--- src/rtl/aurora_tx_framer.sv ---
// ============================================================================
//  Module   : aurora_tx_framer
//  Function : AXI4-Stream to Aurora lane framer. Buffers user words in a FIFO,
//             wraps each packet in SCP/ECP, fills underruns with I, pads the
//             partial last word, holds an IDLE_GAP of I after ECP and counts
//             frames. Optional clock-compensation bursts under AURORA_CC_EN.
//  Revision : 1.0 - initial release
// ============================================================================
`default_nettype none

package aurora_tx_framer_pkg;
    typedef enum logic [1:0] {
        OS_NONE = 2'd0,
        OS_SCP  = 2'd1,
        OS_ECP  = 2'd2,
        OS_I    = 2'd3
    } ordered_sets_e;
endpackage

module aurora_tx_framer
    import aurora_tx_framer_pkg::*;
#(
    parameter int DATA_W     = 32,
    parameter int KEEP_W     = DATA_W / 8,
    parameter int FIFO_DEPTH = 8,
    parameter int IDLE_GAP   = 1,
    parameter int CC_PERIOD  = 5000
) (
    input  logic              clk,
    input  logic              rst,
    input  logic              link_up,
    input  logic              s_axis_tvalid,
    output logic              s_axis_tready,
    input  logic [DATA_W-1:0] s_axis_tdata,
    input  logic [KEEP_W-1:0] s_axis_tkeep,
    input  logic              s_axis_tlast,
    output ordered_sets_e     ordered_sets,
    output logic [DATA_W-1:0] data_out,
    output logic              data_valid,
    output logic              pad_out,
    output logic              cc_out,
    output logic [15:0]       frames_sent
);

    localparam int              c_AW       = $clog2(FIFO_DEPTH);
    localparam int              c_EW       = DATA_W + KEEP_W + 1;
    localparam logic [c_AW:0]   c_DEPTH    = (c_AW + 1)'(FIFO_DEPTH);
    localparam int              c_GAP_W    = $clog2(IDLE_GAP + 2);
    localparam logic [c_GAP_W-1:0] c_GAP_LOAD = c_GAP_W'(IDLE_GAP);
    localparam logic [c_GAP_W-1:0] c_GAP_ONE  = c_GAP_W'(1);
    localparam logic [7:0]      c_PAD_BYTE = 8'h9C;

    typedef enum logic [1:0] {
        ST_IDLE   = 2'd0,
        ST_STREAM = 2'd1,
        ST_ECP    = 2'd2,
        ST_GAP    = 2'd3
    } state_e;

    state_e               r_state, w_state_next;
    logic [c_GAP_W-1:0]   r_gap_cnt, w_gap_next;
    ordered_sets_e        w_os_next;
    logic [DATA_W-1:0]    w_data_next;
    logic                 w_valid_next;
    logic                 w_pad_next;
    logic [15:0]          w_frames_next;
    logic                 w_pop;
    logic                 w_cc_hold;

    // ------------------------------------------------------------------
    // Input FIFO: entry = {tdata, tkeep, tlast}
    // ------------------------------------------------------------------
    logic [c_EW-1:0]   r_mem [FIFO_DEPTH];
    logic [c_AW-1:0]   r_wr_ptr;
    logic [c_AW-1:0]   r_rd_ptr;
    logic [c_AW:0]     r_count;
    logic              w_push;
    logic              w_empty;
    logic [c_EW-1:0]   w_rd_word;
    logic [DATA_W-1:0] w_rd_data;
    logic [KEEP_W-1:0] w_rd_keep;
    logic              w_rd_last;

    assign s_axis_tready = !rst && (r_count < c_DEPTH);
    assign w_push        = s_axis_tvalid && s_axis_tready;
    assign w_empty       = (r_count == '0);
    assign w_rd_word     = r_mem[r_rd_ptr];
    assign w_rd_data     = w_rd_word[c_EW-1 -: DATA_W];
    assign w_rd_keep     = w_rd_word[KEEP_W:1];
    assign w_rd_last     = w_rd_word[0];

    always_ff @(posedge clk) begin
        if (w_push) begin
            r_mem[r_wr_ptr] <= {s_axis_tdata, s_axis_tkeep, s_axis_tlast};
        end
    end

    always_ff @(posedge clk) begin
        if (rst) begin
            r_wr_ptr <= '0;
            r_rd_ptr <= '0;
            r_count  <= '0;
        end else begin
            if (w_push) r_wr_ptr <= r_wr_ptr + 1'b1;
            if (w_pop)  r_rd_ptr <= r_rd_ptr + 1'b1;
            case ({w_push, w_pop})
                2'b10:   r_count <= r_count + 1'b1;
                2'b01:   r_count <= r_count - 1'b1;
                default: r_count <= r_count;
            endcase
        end
    end

    // ------------------------------------------------------------------
    // Last-word padding; an all-zero keep means the whole word is valid
    // ------------------------------------------------------------------
    logic [KEEP_W-1:0] w_keep_eff;
    logic [DATA_W-1:0] w_padded;
    logic [DATA_W-1:0] w_word_out;
    logic              w_word_pad;

    always_comb begin
        w_keep_eff = (w_rd_keep == '0) ? '1 : w_rd_keep;
        w_padded   = w_rd_data;
        for (int j = 0; j < KEEP_W; j++) begin
            if (!w_keep_eff[j]) w_padded[j*8 +: 8] = c_PAD_BYTE;
        end
        w_word_out = w_rd_last ? w_padded : w_rd_data;
        w_word_pad = w_rd_last && (w_keep_eff != '1);
    end

    // ------------------------------------------------------------------
    // Clock compensation
    // ------------------------------------------------------------------
`ifdef AURORA_CC_EN
    localparam int              c_CC_W    = $clog2(CC_PERIOD + 1);
    localparam logic [c_CC_W-1:0] c_CC_LAST = c_CC_W'(CC_PERIOD - 1);

    logic [c_CC_W-1:0] r_cc_cnt;
    logic              r_cc_pending;
    logic [1:0]        r_cc_left;
    logic              w_cc_start;

    // A burst never starts in ECP, so it can only delay SCP/ECP, not replace them
    assign w_cc_start = r_cc_pending && (r_cc_left == 2'd0) && (r_state != ST_ECP);
    assign w_cc_hold  = w_cc_start || (r_cc_left != 2'd0);

    always_ff @(posedge clk) begin
        if (rst) begin
            r_cc_cnt     <= '0;
            r_cc_pending <= 1'b0;
            r_cc_left    <= 2'd0;
            cc_out       <= 1'b0;
        end else begin
            r_cc_cnt <= (r_cc_cnt == c_CC_LAST) ? '0 : r_cc_cnt + 1'b1;
            if (w_cc_start)              r_cc_pending <= 1'b0;
            if (r_cc_cnt == c_CC_LAST)   r_cc_pending <= 1'b1;
            if (w_cc_start)              r_cc_left    <= 2'd2;
            else if (r_cc_left != 2'd0)  r_cc_left    <= r_cc_left - 1'b1;
            cc_out <= w_cc_hold;
        end
    end
`else
    assign w_cc_hold = 1'b0;
    // constant 0 for every legal CC_PERIOD
    assign cc_out    = (CC_PERIOD < 0);
`endif

    // ------------------------------------------------------------------
    // Framing FSM
    // ------------------------------------------------------------------
    always_comb begin
        w_state_next  = r_state;
        w_gap_next    = r_gap_cnt;
        w_os_next     = OS_NONE;
        w_data_next   = '0;
        w_valid_next  = 1'b0;
        w_pad_next    = 1'b0;
        w_frames_next = frames_sent;
        w_pop         = 1'b0;

        if (!w_cc_hold) begin
            case (r_state)
                ST_IDLE: begin
                    if (!w_empty && link_up) begin
                        w_os_next    = OS_SCP;
                        w_state_next = ST_STREAM;
                    end
                end
                ST_STREAM: begin
                    if (!w_empty && link_up) begin
                        w_pop        = 1'b1;
                        w_valid_next = 1'b1;
                        w_data_next  = w_word_out;
                        w_pad_next   = w_word_pad;
                        if (w_rd_last) w_state_next = ST_ECP;
                    end else begin
                        w_os_next = OS_I;
                    end
                end
                ST_ECP: begin
                    w_os_next     = OS_ECP;
                    w_frames_next = frames_sent + 16'd1;
                    w_gap_next    = c_GAP_LOAD;
                    w_state_next  = (IDLE_GAP > 0) ? ST_GAP : ST_IDLE;
                end
                ST_GAP: begin
                    w_os_next  = OS_I;
                    w_gap_next = r_gap_cnt - 1'b1;
                    if (r_gap_cnt <= c_GAP_ONE) w_state_next = ST_IDLE;
                end
                default: w_state_next = ST_IDLE;
            endcase
        end
    end

    always_ff @(posedge clk) begin
        if (rst) begin
            r_state      <= ST_IDLE;
            r_gap_cnt    <= '0;
            ordered_sets <= OS_NONE;
            data_out     <= '0;
            data_valid   <= 1'b0;
            pad_out      <= 1'b0;
            frames_sent  <= 16'd0;
        end else begin
            r_state      <= w_state_next;
            r_gap_cnt    <= w_gap_next;
            ordered_sets <= w_os_next;
            data_out     <= w_data_next;
            data_valid   <= w_valid_next;
            pad_out      <= w_pad_next;
            frames_sent  <= w_frames_next;
        end
    end

endmodule

`default_nettype wire
--- config.mk ---
export PLATFORM = sky130hd
export DESIGN_NAME = aurora_tx_framer
export DESIGN_NICKNAME = d
export VERILOG_FILES = /design/src/rtl/aurora_tx_framer.sv
export SDC_FILE = /design/constraint.sdc
export NUM_CORES = 1
export LEC_CHECK = 0
export BUFFER_PORTS_ARGS = -buffer_cell sky130_fd_sc_hd__clkbuf_2
export CAP_MARGIN = 20
export CORE_MARGIN = 10
export CORE_UTILIZATION = 51
export CTS_CLUSTER_SIZE = 12
export DETAILED_ROUTE_END_ITERATION = 8
export PLACE_DENSITY = 0.69
export SYNTH_ARGS = -nofsm -noshare
export SYNTH_HDL_FRONTEND = slang
export SYNTH_SLANG_ARGS = --single-unit
--- constraint.sdc ---
create_clock -name clk -period 8.5 [get_ports clk]
set_input_delay 0.85 -clock clk [delete_from_list [all_inputs] [get_ports clk]]
set_output_delay 0.85 -clock clk [all_outputs]
set_load 0.005 [all_outputs]
==> summary.txt <==
Timing
  – Hold_ws: 0.494 ns
  – Final Hold Vio Count: 0
  – Unrepaired setup endpoints after global routing: no
  – Count of final setup violators: 0
  – Time the worst path needs with I/O delays and setup: 3.80 ns
  – Period Utilization, post-route: 0.447
  – Worst Tran Pin Value: 0.992 ns
  – Setup Total Neg Slack: 0 ns
  – Slew Viols, Final: 0
  – Max Clk Rate: 263 MHz
  – Final Skew: 0.0173 ns
  – Max-slew headroom: 0.338

Route
  – Post-Route WL: 27.8 mm
  – Highest Signal Layer: met5
  – Violation count after the first detailed-route iteration: 523
  – Detailed-router iteration count before antenna repair: 5
  – DR WL met3: 1.44 mm
  – Vias/cell: 5.74
  – Met2 WL post-DR: 14.3 mm
  – DRC: 0
  – DR WL/cell: 22.6 µm
  – DRT met1 WL: 11.5 mm
  – Antenna Nets Post-Route: 0
  – Total number of vias: 7058

Clocking
  – CTS tree: built
  – Htree depth: 2
  – Latest clock arrival within the worst-skew pair: 0.51 ns
  – Clock root cell: clkbuf_16
  – Max Buffers Root-to-Sink: 3
  – Clock Sink Count: 365
  – Post-CTS repair timing setup buffer count: 0
  – Post-CTS Hold Fix Bufs: 0
  – CTS resizes: 0
  – Clock transition at path regs: 0.05 ns
  – CTS Buf Count: 39

Critical path
  – R2R Path End: data_out[21]
  – WP data arrival: 3.94 ns
  – FF-to-FF path depth: 6
  – Critical path type: primary input to register
  – CP endpoint: r_mem[2][10]
  – Endpoint class of the critical path: register
  – CP Data Required Time: 8.64 ns
  – Startpoint Class: primary input
  – Reg2Reg Setup Slack: 5.15 ns
  – Worst Path Max Fanout: 38
  – Crit path launch: rst

Die
  – Die area: 34200 µm²
  – Die width: 185 µm
  – IO Pins: 95
  – Rows: 60
  – Core area: 26900 µm²
  – Initial core utilization: 0.517
  – Die height: 185 µm

Synthesis
  – Share of the synthesized area in the top cell type: 0.640
  – Synth area leaders: edfxtp_1 64%, mux4_2 11%, dfxtp_1 9.9%
  – Post-synthesis xor/xnor area fraction: 0.0113
  – Largest family of logic cells by synthesized area: multiplexers
  – Post-synthesis cell area: 13900 µm²
  – Post-Synth Adder-Cell Area: 0.00990
  – Seq/Total Area, Yosys: 0.739
  – Multiplexer share of the synthesized area: 0.152
  – Ys async rst share: 0
  – Synthesized area per cell: 18.8 µm²
  – Compound-Gate Fraction of Synth Area: 0.0267
  – Post-synth cell types: 52
  – Yosys warns: 0
  – Synthesized instance count: 740
  – Post-synth EDFFs: 296
  – Synth Register Bits: 365
  – Syn nets: 792
  – Most used DFF post-synth: edfxtp_1
  – Post-synth top area cell: edfxtp_1
  – Simple-gate portion of the synthesized area: 0.0440

Min path
  – Hold Path Class: register to register

Power and ir drop
  – PwrDens: 237 nW/µm²
  – Leakage power: 0.00523 µW
  – Worst VDD drop: 0.000149 V

Global route
  – Vias in the first global route: 7516
  – Overflow after GRT: 0
  – Largest net degree at the start of global routing: 56
  – First-pass GRT wire length: 43.3 mm
  – Initial antenna violation count: 2
  – GRT Util Overall: 0.165

Final layout
  – Area Overhead vs Synth: 15.1%
  – Commonest non-fill, non-tap cell in the layout: edfxtp_1
  – Commonest cells after routing, fill and taps aside: 296 x edfxtp_1, 93 x clkbuf_2, 68 x mux4_2, 66 x dfxtp_1, 52 x mux2i_1
  – Layout Nets: 909
  – Fin area: 16000 µm²
  – Layout cell share with drive strength beyond 1: 0.281

Placed design
  – Dpl cell area: 14700 µm²
  – IO buf count: 93
  – HPWL Detailed: 16.3 mm
  – Placer Congestion: 0.822

Status
  – Outcome: completed

Run
  – Max-cap violations: 0
## worst min path at each step
stage,cells after the start,startpoint,end,slack (ns)
after global placement,1,r_gap_cnt[0],r_gap_cnt[0],0.47
after global routing,1,r_gap_cnt[0],r_gap_cnt[0],0.53
after floorplan,1,r_gap_cnt[0],r_gap_cnt[0],0.45
final,1,r_gap_cnt[0],r_gap_cnt[0],0.49
after CTS,1,r_gap_cnt[0],r_gap_cnt[0],0.50
after detailed placement,2,r_rd_ptr[2],r_rd_ptr[2],0.49
## through the flow
stage          utilization  cells  setup WS, ns  power, µW
6_report             0.595   1229          4.70       3790
4_1_cts              0.594   1226          4.68       3830
5_1_grt              0.595   1228          4.51       3930
2_1_floorplan            -    740          2.66       2170
3_5_place_dp         0.549   1155          4.13       2250
3_3_place_gp         0.549   1155          4.40       2230
## report_power, final
group	total [µW]	internal (µW)	leakage, µW	switching (µW)
combinational	225	96.8	0.00142	129
sequential	1990	1970	0.00323	22.8
clock	1580	946	0.000576	630
## sequential cells by signal, indices dropped and copies added (netlist names), named ones only
signal,cells
data_out,32
data_valid,1
frames_sent,16
ordered_sets,2
pad_out,1
r_count,4
r_gap_cnt,2
r_mem,296
r_rd_ptr,3
r_state,2
r_wr_ptr,3
## layout make-up
class | instances | area (µm²)
multi-input cells | 333 | 3450
repair buffers | 108 | 602
fillers | 1960 | 10900
flip-flops and latches | 365 | 10300
clock buffers | 63 | 1140
clock inverters | 8 | 66.3
inverters | 10 | 37.5
well taps | 341 | 427
diodes | 1 | 2.50
## synth_stat cells (2+ instances only)
cell,n
edfxtp_1,296
dfxtp_1,69
mux4_2,68
mux2i_1,52
nor2_1,43
nand2_1,23
nor3_1,19
a21oi_1,16
buf_2,12
o21ai_0,12
ha_1,11
nand3_1,11
xor2_1,11
inv_1,9
nand4_1,9
xnor2_1,7
clkbuf_1,6
buf_1,5
or3_1,5
a211oi_1,4
buf_4,4
buf_6,4
nor2b_1,4
o22ai_1,4
a211o_1,2
a211oi_2,2
a311oi_1,2
and3_1,2
and4_1,2
mux2_2,2
nand2b_1,2
nor3b_1,2
## cell families (layout without fill, tap and decap cells)
logic type,Yosys count,in the layout
simple gates,128,128
compound gates,51,51
other cells,1,2
mux,124,124
flops,365,365
xor+xnor,18,18
fa+ha+maj,11,11
buf+inv,42,189
## worst max-delay path, cell delays in order
cell and delay [ns]:
clkbuf_2 0.44, nor3b_1 0.86, nand2_1 0.42, nor3_2 0.79
buf_4 0.56
## per-layer routing
| layer | vias up | GRT usage |
|---|---|---|
| met4 | 2 | 0.0491 |
| met1 | 3645 | 0.206 |
| li1 | 3178 | - |
| met5 | - | 0 |
| met3 | 40 | 0.0347 |
| met2 | 193 | 0.283 |
No activity file was read; power rests on OpenSTA's default activity.
